### src/rtl/sevenseg_scan.sv
// Scanned driver for a 3-digit common-anode seven-segment display.
// A double-buffered 12-bit hex value is swapped in only at frame boundaries so digits never tear.
module sevenseg_scan #(
  parameter int TICKS_PER_DIGIT = 50000,
  parameter int BLANK_TICKS     = 1000
) (
  input  logic        clk,
  input  logic        rst,
  input  logic        wr_en,
  input  logic [11:0] wr_value,
  input  logic [2:0]  wr_dp,
  input  logic [2:0]  wr_blank,
  input  logic        lz_en,
  output logic [7:0]  ss,
  output logic [2:0]  ssen,
  output logic        frame_done,
  output logic        pending
);

  localparam int CW = $clog2(TICKS_PER_DIGIT);
  localparam logic [CW-1:0] CNT_LAST  = CW'(TICKS_PER_DIGIT - 1);
  localparam logic [CW-1:0] CNT_BLANK = CW'(BLANK_TICKS);

  function automatic logic [6:0] hex_seg(input logic [3:0] nib);
    logic [6:0] seg;
    case (nib)
      4'h0:    seg = 7'h3F;
      4'h1:    seg = 7'h06;
      4'h2:    seg = 7'h5B;
      4'h3:    seg = 7'h4F;
      4'h4:    seg = 7'h66;
      4'h5:    seg = 7'h6D;
      4'h6:    seg = 7'h7D;
      4'h7:    seg = 7'h07;
      4'h8:    seg = 7'h7F;
      4'h9:    seg = 7'h6F;
      4'hA:    seg = 7'h77;
      4'hB:    seg = 7'h7C;
      4'hC:    seg = 7'h39;
      4'hD:    seg = 7'h5E;
      4'hE:    seg = 7'h79;
      default: seg = 7'h71;
    endcase
    return seg;
  endfunction

  logic [CW-1:0] cnt_reg, cnt_next;
  logic [1:0]    digit_reg, digit_next;
  logic [11:0]   act_value_reg, act_value_next;
  logic [2:0]    act_dp_reg, act_dp_next;
  logic [2:0]    act_blank_reg, act_blank_next;
  logic [11:0]   pend_value_reg, pend_value_next;
  logic [2:0]    pend_dp_reg, pend_dp_next;
  logic [2:0]    pend_blank_reg, pend_blank_next;
  logic          pending_reg, pending_next;
  logic [7:0]    ss_reg, ss_next;
  logic [2:0]    ssen_reg, ssen_next;
  logic          frame_done_reg;
  logic          boundary;

  always_comb begin
    boundary        = (digit_reg == 2'd2) && (cnt_reg == CNT_LAST);
    cnt_next        = cnt_reg + CW'(1);
    digit_next      = digit_reg;
    act_value_next  = act_value_reg;
    act_dp_next     = act_dp_reg;
    act_blank_next  = act_blank_reg;
    pend_value_next = pend_value_reg;
    pend_dp_next    = pend_dp_reg;
    pend_blank_next = pend_blank_reg;
    pending_next    = pending_reg;
    if (cnt_reg == CNT_LAST) begin
      cnt_next   = '0;
      digit_next = (digit_reg == 2'd2) ? 2'd0 : digit_reg + 2'd1;
    end
    if (wr_en) begin
      pend_value_next = wr_value;
      pend_dp_next    = wr_dp;
      pend_blank_next = wr_blank;
      pending_next    = 1'b1;
    end
    // A write landing on the boundary edge bypasses the pending buffer.
    if (boundary) begin
      if (wr_en) begin
        act_value_next = wr_value;
        act_dp_next    = wr_dp;
        act_blank_next = wr_blank;
        pending_next   = 1'b0;
      end else if (pending_reg) begin
        act_value_next = pend_value_reg;
        act_dp_next    = pend_dp_reg;
        act_blank_next = pend_blank_reg;
        pending_next   = 1'b0;
      end
    end
  end

  // Pin values are computed from next-state so the registered pins line up with cnt/digit.
  logic [6:0] seg_dig [3];
  logic [2:0] dark_dig;

  genvar gi;
  generate
    for (gi = 0; gi < 3; gi++) begin : g_digit
      assign seg_dig[gi] = hex_seg(act_value_next[gi*4 +: 4]);
    end
  endgenerate

  assign dark_dig[0] = act_blank_next[0];
  assign dark_dig[1] = act_blank_next[1] | (lz_en & (act_value_next[11:4] == 8'h00));
  assign dark_dig[2] = act_blank_next[2] | (lz_en & (act_value_next[11:8] == 4'h0));

  logic [6:0] sel_seg;
  logic       sel_dp;
  logic       sel_dark;
  logic [2:0] sel_en;

  always_comb begin
    case (digit_next)
      2'd0: begin
        sel_seg  = seg_dig[0];
        sel_dp   = act_dp_next[0];
        sel_dark = dark_dig[0];
        sel_en   = 3'b110;
      end
      2'd1: begin
        sel_seg  = seg_dig[1];
        sel_dp   = act_dp_next[1];
        sel_dark = dark_dig[1];
        sel_en   = 3'b101;
      end
      default: begin
        sel_seg  = seg_dig[2];
        sel_dp   = act_dp_next[2];
        sel_dark = dark_dig[2];
        sel_en   = 3'b011;
      end
    endcase
    ss_next   = 8'hFF;
    ssen_next = 3'b111;
    if ((cnt_next >= CNT_BLANK) && !sel_dark) begin
      ss_next   = {~sel_dp, ~sel_seg};
      ssen_next = sel_en;
    end
  end

  always_ff @(posedge clk) begin
    if (rst) begin
      cnt_reg        <= '0;
      digit_reg      <= 2'd0;
      act_value_reg  <= 12'h000;
      act_dp_reg     <= 3'b000;
      act_blank_reg  <= 3'b111;
      pend_value_reg <= 12'h000;
      pend_dp_reg    <= 3'b000;
      pend_blank_reg <= 3'b111;
      pending_reg    <= 1'b0;
      ss_reg         <= 8'hFF;
      ssen_reg       <= 3'b111;
      frame_done_reg <= 1'b0;
    end else begin
      cnt_reg        <= cnt_next;
      digit_reg      <= digit_next;
      act_value_reg  <= act_value_next;
      act_dp_reg     <= act_dp_next;
      act_blank_reg  <= act_blank_next;
      pend_value_reg <= pend_value_next;
      pend_dp_reg    <= pend_dp_next;
      pend_blank_reg <= pend_blank_next;
      pending_reg    <= pending_next;
      ss_reg         <= ss_next;
      ssen_reg       <= ssen_next;
      frame_done_reg <= boundary;
    end
  end

  assign ss         = ss_reg;
  assign ssen       = ssen_reg;
  assign frame_done = frame_done_reg;
  assign pending    = pending_reg;

endmodule

### config.mk
export PLATFORM = sky130hd
export DESIGN_NAME = sevenseg_scan
export DESIGN_NICKNAME = d
export VERILOG_FILES = /design/src/rtl/sevenseg_scan.sv
export SDC_FILE = /design/constraint.sdc
export NUM_CORES = 1
export LEC_CHECK = 0
export CORE_ASPECT_RATIO = 1.2
export CORE_UTILIZATION = 30
export CTS_CLUSTER_SIZE = 30
export DETAILED_ROUTE_END_ITERATION = 8
export GPL_ROUTABILITY_DRIVEN = 0
export GPL_TIMING_DRIVEN = 0
export PLACE_DENSITY = 0.52
export SETUP_SLACK_MARGIN = 0.02
export SYNTH_ARGS = -nofsm -noshare
export SYNTH_HDL_FRONTEND = slang
export SYNTH_SLANG_ARGS = --single-unit
### constraint.sdc
create_clock -name clk -period 3.1 [get_ports clk]
set_input_delay 0.62 -clock clk [delete_from_list [all_inputs] [get_ports clk]]
set_output_delay 0.62 -clock clk [all_outputs]
set_load 0.02 [all_outputs]
* Yosys cells after proc, flatten, opt, wreduce, memory -nomap -nowiden
Memory sizes are Yosys's and may differ from the RTL's.
Index checks and enable logic that the tools add are counted.
** Cells by class
- $add $sub $neg :: 2
- Multiply operators :: 0
- Div/mod/pow operators :: 0
- Magnitude comparators :: 1
- Eq/ne operators :: 3
- Shift operators :: 0
- Muxes and demuxes :: 20
- Bitwise logic cells :: 7
- Reduce and logical (&&, ||, !) cells :: 7
** Operators with widths (count)
- $mux 12 :: 3
- $mux 3 :: 6
- $add 16x1->16 const B :: 1
- $eq 16x16->1 const B :: 1
- $ge 16x10->1 const B :: 1
- $mux 16 :: 1
- $pmux 7 s2 :: 1
- $logic_not 8->1 :: 1
- $not 7->7 :: 1
- $pmux 3 s2 :: 1
- $logic_not 4->1 :: 1
- $mux 1 :: 4
- $mux 2 :: 2
- $pmux 1 s2 :: 2
- $add 2x1->2 const B :: 1
- $and 1x1->1 :: 2
- $eq 2x1->1 const B :: 1
- $eq 2x2->1 const B :: 1
- $logic_and 1x1->1 :: 2
- $logic_not 2->1 :: 1
- $not 1->1 :: 2
- $or 1x1->1 :: 2
- $reduce_or 2->1 :: 1
- $logic_not 1->1 :: 1
** Storage, ports and cells
- Register bits :: 67
- Bits in latches :: 0
- Bits in writable memories :: 0
- Bits in read-only memories :: 336
- Memories :: 3
** Memory list
- (name not given) :: words 16, bits a word 7, rd ports 1, clocked after memory_dff 0, write ports 0, line 26 : case (nib)
- (name not given) :: words 16, bits a word 7, rd ports 1, clocked after memory_dff 0, write ports 0, line 26
- (name not given) :: words 16, bits a word 7, rd ports 1, clocked after memory_dff 0, write ports 0, line 26

* Logic depth before layout (Yosys ltp)
Gate-level depths: netlist of run 1.
- Depth in word-level cells :: 11
- Mapped depth :: 16
- Mapped depth without buffers :: 13

* Least setup slack after synthesis of run 1
OpenSTA, ideal clock, no wires.
- Path type :: register -> register
- From :: register cnt_reg[0]
- To :: register ss_reg[5] (netlist: ss[5])
- Library setup time :: 0.060 ns
- Arrival :: 3.239 ns
- Setup slack :: -0.198 ns
- Stages on the path, launching flop included :: 16
- Buffers on the path :: 3
- Period minus slack after synthesis :: 3.298 ns
- Cells stage by stage :: dfxtp_1 > ha_1 > and3_1 > buf_2 > and4_4 > nand3_4 > buf_2 > o221ai_1 > ha_1 > nand2_1 > nor4b_1 > a22o_1 > and4b_1 > buf_4 > and3_4 > nand3_2
** Between the ends
- Longest elaborated chain between the ends :: 11
- Elaborated cells between the ends (all ways) :: 26
- Classes of those cells :: add/sub: 1; order compare: 1; eq/ne: 2; mux: 6; bitwise: 6; reduce/logical: 7; memory: 3
** RTL lines
- from (decl) :: line 47 : logic [CW-1:0] cnt_reg, cnt_next;
- from (signal assigned) :: line 162 : cnt_reg <= cnt_next;
- branches (longest 11 deep; another with $add 16x1->16)
- to (signal assigned) :: line 171 : ss_reg <= ss_next;
- to (decl) :: line 56 : logic [7:0] ss_reg, ss_next;
Several ways; the timed one is not identified.
A chain may end at the register's enable or synchronous reset.

* Worst setup path in the final report of run 1
- From :: register cnt_reg[5]
- To :: register ss_reg[5] (netlist: ss[5])
The elaborated chain is that of the path after synthesis.

==> summary.md, run 1 <==
| Metric | Value |
|---|---|
| Pwr Total | `2.06 mW` |
| Largest net degree at the start of global routing | `13` |
| Yosys cell types | `70` |
| R2r startpoint | `cnt_reg[5]` |
| FMAX | `around 340 MHz` |
| Syn_nets | `roughly 520` |
| Avg Synthesized Cell Area | `between 8 and 9 um2` |
| Vias in the first global route | `between 3000 and 4000` |
| DPL Wire Length | `around 8700 um` |
| Hold endpoint | `cnt_reg[0]` |
| First-pass GRT wire length | `19100 um` |
| Worst Path Max Fanout | `8` |
| Pleak | `slightly above 2 nW` |
| Post-synth top cells | `76 x nor2_1, 67 x dfxtp_1, 43 x nand2_1` |
| Via Count | `3817` |
| Worst-path clk slew | `0.06 ns` |
| WHS Path Cells | `1` |
| Most frequent cell after synthesis | `nor2_1` |
| DRT iter0 DRCs | `180` |
| Setup Viol. Count Final | `0` |
| Total GRT Usage | `0.182` |
| Final Util | `0.406` |
| Max clock buf depth | `2` |
| Pwr Density | `between 300 and 400 mW/mm2` |
| Max reg flops | `16` |
| Yosys reg bits | `67` |
| Cell Area, Placed | `between 0.004 and 0.005 mm2` |
| Worst EP required | `3.39 ns` |
| Hold crit path type | `flop to flop` |
| R2R setup slack | `around 0.13 ns` |
| Least-Margin Pin Slew | `~0.76 ns` |
| Worst vdd ir | `roughly 230 uV` |
| Crit path DAT | `3.25 ns` |
| Worst setup margin | `between 0.1 and 0.15 ns` |
| Total placed cells including tap cells | `682` |
| H-tree depth | `3` |
| Post-synth top area cell | `dfxtp_1` |
| Hold Buf Count CTS | `0` |
| WL met1 | `between 5000 and 6000 um` |
| Core Region | `0.0132 mm2` |
| IO Port Bufs | `32` |
| Outcome | `completed` |
| Mapped cell area | `a little over 0.004 mm2` |
| DRT Wirelength | `about 12000 um` |
| Synth async-reset ratio | `0` |
| Total CTS buffers | `9` |
| DRC viols | `0` |
| Crit. End Element | `flop` |
| Main flop type after synthesis | `dfxtp_1` |
| Max-slew headroom at the worst pin | `0.493` |
| Setup crit start kind | `flop` |
| Warning count from the yosys run | `0` |
| TritonCTS clock tree | `yes` |
| Die height | `between 100 and 150 um` |
| Die Area | `0.0140 mm2` |
| Critical Path Max Stage Delay | `~0.33 ns` |
| Bufs and invs on worst path | `4` |
| Initial antenna violation count | `0` |
| Seq/Total Area, Yosys | `0.330` |
| TritonCTS Sinks | `67` |
| Delay-heaviest family, CP | `simple AND/OR/NAND/NOR gates` |
| Slowest CP cell | `nor4b_4` |
| Max Slew Vio Count | `0` |
| Initial core utilization | `0.307` |
| Non-Filler Instances | `just over 700` |
| # IOs | `35` |
| Area share of the largest cell type after synthesis | `0.330` |
| Row Count | `46` |
| Crit Path Class | `flop to flop` |
| Share of cells above drive strength 1 | `0.210` |
| Final period util | `0.957` |
| Number of antenna-violating nets in the routed design | `0` |
| Grt total ovfl | `0` |
| Reg2Reg Depth | `15` |
| Max-cap violations | `0` |
| RSZ-0062 raised after global routing | `true` |
| Worst r2r dst | `ss[5]` |
| Vias per cell | `approximately 5.3` |
| Clk root buf | `clkbuf_16` |
| Minimum clock period | `between 2 and 3 ns` |
| Die extent in x | `~110 um` |
| Max Used Layer | `met4` |
| Synthesis-to-finish area growth | `32.4%` |
| DR WL/cell | `16.9 um` |
| Clock Skew | `around 0.01 ns` |
| Clock latency on the worst-skew pair | `about 0.34 ns` |
| Fin. Hold Viols | `0` |
| ANT cells | `0` |
| Hold_sp | `cnt_reg[0]` |
| Post-synth EDFFs | `0` |
| Mapped Cells | `about 480` |
| Cell Chain, Critical Path | `buf_6, nor4b_4, buf_4, and4_4, nand3_4, buf_12, o221ai_4, ha_4, nand2_4, nor4b_4, a22o_1, and4b_1, buf_6, and3_4, nand3_2` |
| Drt pass-1 iters | `4` |
| Crit path from | `cnt_reg[5]` |
| Met3 routed WL | `between 400 and 500 um` |
| Place WS | `-0.634 ns` |
| Layout Nets | `593` |
| Top cells by area, synth | `dfxtp_1 33%, nor2_1 7.0%, ha_1 5.5%, mux2i_1 5.2%, nand2_1 4.0%` |
| WL met2 | `between 6000 and 7000 um` |
| Cell area after layout | `roughly 0.0054 mm2` |
per-layer routing:
| metal | vias to the layer above | global-route usage |
|---|---|---|
| li1 | 1882 | - |
| met1 | 1830 | 0.206 |
| met2 | 79 | 0.325 |
| met3 | 26 | 0.0327 |
| met4 | 0 | 0.0911 |
| met5 | - | 0 |
timing repair:
action	in CTS	in global routing
setup buffers	13	18
pin swaps	6	10
endpoints found under the setup margin	10	8
resized for setup	22	21
cells in the final DEF, fill, tap and decap left out, types with 4 or more instances in the layout:
cell             instances
nor2_1                  75
dfxtp_1                 62
nand2_1                 42
clkdlybuf4s50_1         32
buf_4                   31
mux2i_1                 21
a21oi_1                 20
nand3_1                 16
o21ai_0                 14
ha_1                    14
o22ai_1                 11
nand4_1                 10
inv_1                   10
xnor2_1                 10
clkbuf_1                 9
nor3_1                   9
clkbuf_16                9
buf_6                    8
buf_2                    7
a31oi_1                  7
o221ai_4                 7
a21o_1                   7
xor2_1                   6
a211oi_1                 6
nor2b_1                  5
o221a_2                  5
or2_2                    4
a41oi_1                  4
a21boi_0                 4
nand3b_1                 4
where the power goes:
part / internal, mW / switching, mW / total, mW
clock network: 0.619 / 0.405 / 1.02
registers: 0.879 / 0.0119 / 0.891
logic: 0.0617 / 0.0796 / 0.141
stage by stage:
step | TNS [ns] | hold WS [ns]
2_1_floorplan | 0 | 0.445
3_3_place_gp | -5.42 | 0.458
3_5_place_dp | -5.39 | 0.469
4_1_cts | 0 | 0.478
5_1_grt | -0.0116 | 0.498
6_report | 0 | 0.473
area by class of cell:
type	instances	area, um2
inverter	10	37.5
fill	1354	7860
multi-input combinational	373	2700
clock buffer	9	225
tap	168	210
buffer	29	203
sequential	67	1350
timing repair buffer	63	582
clock inverter	6	65.1
kinds of logic after synthesis:
family,after synthesis,share of synthesized area
AOI/OAI and AO/OA,114,0.209
xor gates and xnor gates,16,0.0345
adders and majority gates,18,0.0555
buffers and inverters,42,0.0524
DFF,67,0.330
muxes,23,0.0582
and+or+nand+nor,202,0.260
how the worst max path moves through the flow:
stage	depth (start not counted)	slack (ns)	to
2_1_floorplan	16	0.05	ss[5]
3_3_place_gp	16	-0.63	ss[0]
3_5_place_dp	16	-0.63	ss[0]
4_1_cts	13	0.03	ss[4]
5_1_grt	14	-0.01	ss[2]
6_report	15	0.13	ss[5]
No activity file was read; power rests on OpenSTA's default activity.
==> inputs of run 2 (changes only) <==
--- a/config.mk
+++ b/config.mk
@@ -13,6 +13,7 @@
 export GPL_TIMING_DRIVEN = 0
 export PLACE_DENSITY = 0.52
 export SETUP_SLACK_MARGIN = 0.02
+export SKIP_CTS_REPAIR_TIMING = 1
 export SYNTH_ARGS = -nofsm -noshare
 export SYNTH_HDL_FRONTEND = slang
 export SYNTH_SLANG_ARGS = --single-unit
==> run 2 against run 1 <==
Cell area is 0.23% higher. Global-route usage is 0.66 points lower. Sequential cell count stayed put. Fmax is 0.60% lower. Sequential power hardly changed. Routed wire length is 0.45% lower. Non-clock buffer count is 4 higher. Critical path type unchanged. Critical endpoint is now ss[0]. Largest cell class unchanged.
==> summary.md, run 2 (synthesis results as in run 1) <==
| Metric | Value |
|---|---|
| Outcome | `completed` |
| IO Port Bufs | `32 (unchanged)` |
| Fillers | `1340 (-1.0%)` |
| Initial core utilization | `0.307 (unchanged)` |
| Final Util | `0.407 (+0.000945)` |
| DPL Wire Length | `8670 um (unchanged)` |
| Commonest non-fill, non-tap cell in the layout | `nor2_1` |
| Total GRT Usage | `0.175 (-0.00656)` |
| Crit. End Element | `flop` |
| Share of cells above drive strength 1 | `0.221 (+0.0110)` |
| Core Region | `0.0132 mm2 (unchanged)` |
| Max-slew headroom at the worst pin | `0.495 (+0.00233)` |
| DRT Wirelength | `12200 um (-0.45%)` |
| Worst-path clk slew | `0.06 ns (about the same)` |
| Vias per cell | `5.25 (-0.29%)` |
| Worst EP required | `3.38 ns (about the same)` |
| RSZ-0062 raised after global routing | `true` |
| Cell mode on critical path | `ha_4` |
| Place WS | `-0.634 ns (unchanged)` |
| Setup crit start kind | `flop` |
| DR WL/cell | `16.8 um (-0.99%)` |
| TritonCTS clock tree | `yes` |
| Initial antenna violation count | `0 (unchanged)` |
| Hold crit path type | `flop to flop` |
| Max reg flops | `16 (unchanged)` |
| Most frequent cells in the layout | `76 x nor2_1, 62 x dfxtp_1, 42 x nand2_1` |
| Pleak | `2.08 nW (+0.43%)` |
| Worst vdd ir | `224 uV (-0.43%)` |
| Largest net degree at the start of global routing | `13 (unchanged)` |
| Cell Chain, Critical Path | `ha_4, and3_1, buf_4, and4_4, nand3_4, buf_12, o221ai_4, ha_4, nand2_2, nor4b_4, a22o_1, and4b_1, buf_6, and3_4, nand3_1` |
| Clk root buf | `clkbuf_16` |
| Delay-heaviest family, CP | `simple AND/OR/NAND/NOR gates` |
| First-pass GRT wire length | `18500 um (-3.1%)` |
| FMAX | `335 MHz (-0.60%)` |
| Fin. Hold Viols | `0 (unchanged)` |
| Least-Margin Pin Slew | `0.757 ns (-0.00349 ns)` |
| Number of antenna-violating nets in the routed design | `0 (unchanged)` |
| H-tree depth | `3 (unchanged)` |
| Via Count | `3827 (+0.26%)` |
| Crit path DAT | `3.27 ns (+0.02 ns)` |
| Bufs and invs on worst path | `3 (-1)` |
| Clock latency on the worst-skew pair | `0.34 ns (about the same)` |
| Worst Path Max Fanout | `9 (+1)` |
| Slowest CP cell | `dfxtp_4` |
| Die extent in x | `108 um (unchanged)` |
| Critical Path Max Stage Delay | `0.38 ns (+0.05 ns)` |
| DRT iter0 DRCs | `232 (+29%)` |
| TritonCTS Sinks | `67 (unchanged)` |
| Layout Nets | `597 (+0.67%)` |
| Die Area | `0.0140 mm2 (unchanged)` |
| Row Count | `46 (unchanged)` |
| Minimum clock period | `2.98 ns (+0.0179 ns)` |
| Max clock buf depth | `2 (unchanged)` |
| Pwr Density | `381 mW/mm2 (-0.40%)` |
| Vias in the first global route | `3542 (-2.4%)` |
| ANT cells | `0 (unchanged)` |
| Die height | `129 um (unchanged)` |
| Grt total ovfl | `0 (unchanged)` |
| Total CTS buffers | `9 (unchanged)` |
| Max-cap violations | `0 (unchanged)` |
| Max Slew Vio Count | `0 (unchanged)` |
| Clock Skew | `0.0113 ns (+0.00109 ns)` |
| Setup Viol. Count Final | `0 (unchanged)` |
| Worst setup margin | `0.117 ns (-0.0179 ns)` |
| DRC viols | `0 (unchanged)` |
| Drt pass-1 iters | `4 (unchanged)` |
| Synthesis-to-finish area growth | `32.7%` |
| Final period util | `0.962 (+0.00576)` |
| Pwr Total | `2.05 mW (-0.17%)` |
| # IOs | `35 (unchanged)` |
| Crit Path Class | `flop to flop` |
run 2: cell count changes in the layout (fill, tap and decap cells not counted), moves of 2 or more:
cell / before / now
buf_6: 8 / 6
buf_4: 31 / 36
buf_2: 7 / 9
nor3_2: 0 / 2
nor3_1: 9 / 7
run 2: metal layers:
| metal | GRT usage | share of wire | up-vias |
|---|---|---|---|
| met1 | 0.202 | 0.42 | 1834 |
| met5 | 0 | 0 | - |
| met2 | 0.312 | 0.51 | 73 |
| met4 | 0.0822 | 0.029 | 0 |
| li1 | - | - | 1898 |
| met3 | 0.0307 | 0.033 | 22 |
run 2: path summary, 6_finish.rpt:
kind / start / end / slack, ns / cells after the start
hold / removal: pend_value_reg[11] / pend_value_reg[11] / 0.47 / 2
hold reg to reg: pend_value_reg[11] / pend_value_reg[11] / 0.47 / 2
setup reg to reg: cnt_reg[0] / ss[0] / 0.12 / 15
setup / recovery: cnt_reg[0] / ss[0] / 0.12 / 15
run 2: layout make-up:
cell class,instances,area (um2),share of cell area
clock buffers,9,225,0.0418
inverters,10,37.5,0.00697
repair buffers,67,593,0.110
plain buffers,29,198,0.0367
flip-flops and latches,67,1350,0.251
multi-input cells,373,2710,0.502
clock inverters,6,65.1,0.0121
well taps,168,210,0.0390
run 2: tightest hold or removal path: stages, from the launching register on:
cell and delay (ns):
dfxtp_1 0.31, nand2_1 0.06, a21oi_1 0.06
run 2: where the power goes:
part	switching, mW	leakage, nW	internal, mW
Combinational	0.0801	1.39	0.0613
Sequential	0.0120	0.548	0.879
Clock	0.402	0.142	0.619
Total	0.494	2.08	1.56
run 2: per-stage QoR:
stage               cell area (um2)  hold WS [ns]  cells  TNS (ns)
floorplan                      4110         0.445    482         0
global placement               4640         0.458    682     -5.42
detailed placement             4640         0.469    682     -5.39
CTS                            4930         0.478    697     -5.69
global route                   5390         0.498    729   -0.0333
finish                         5390         0.472    729         0
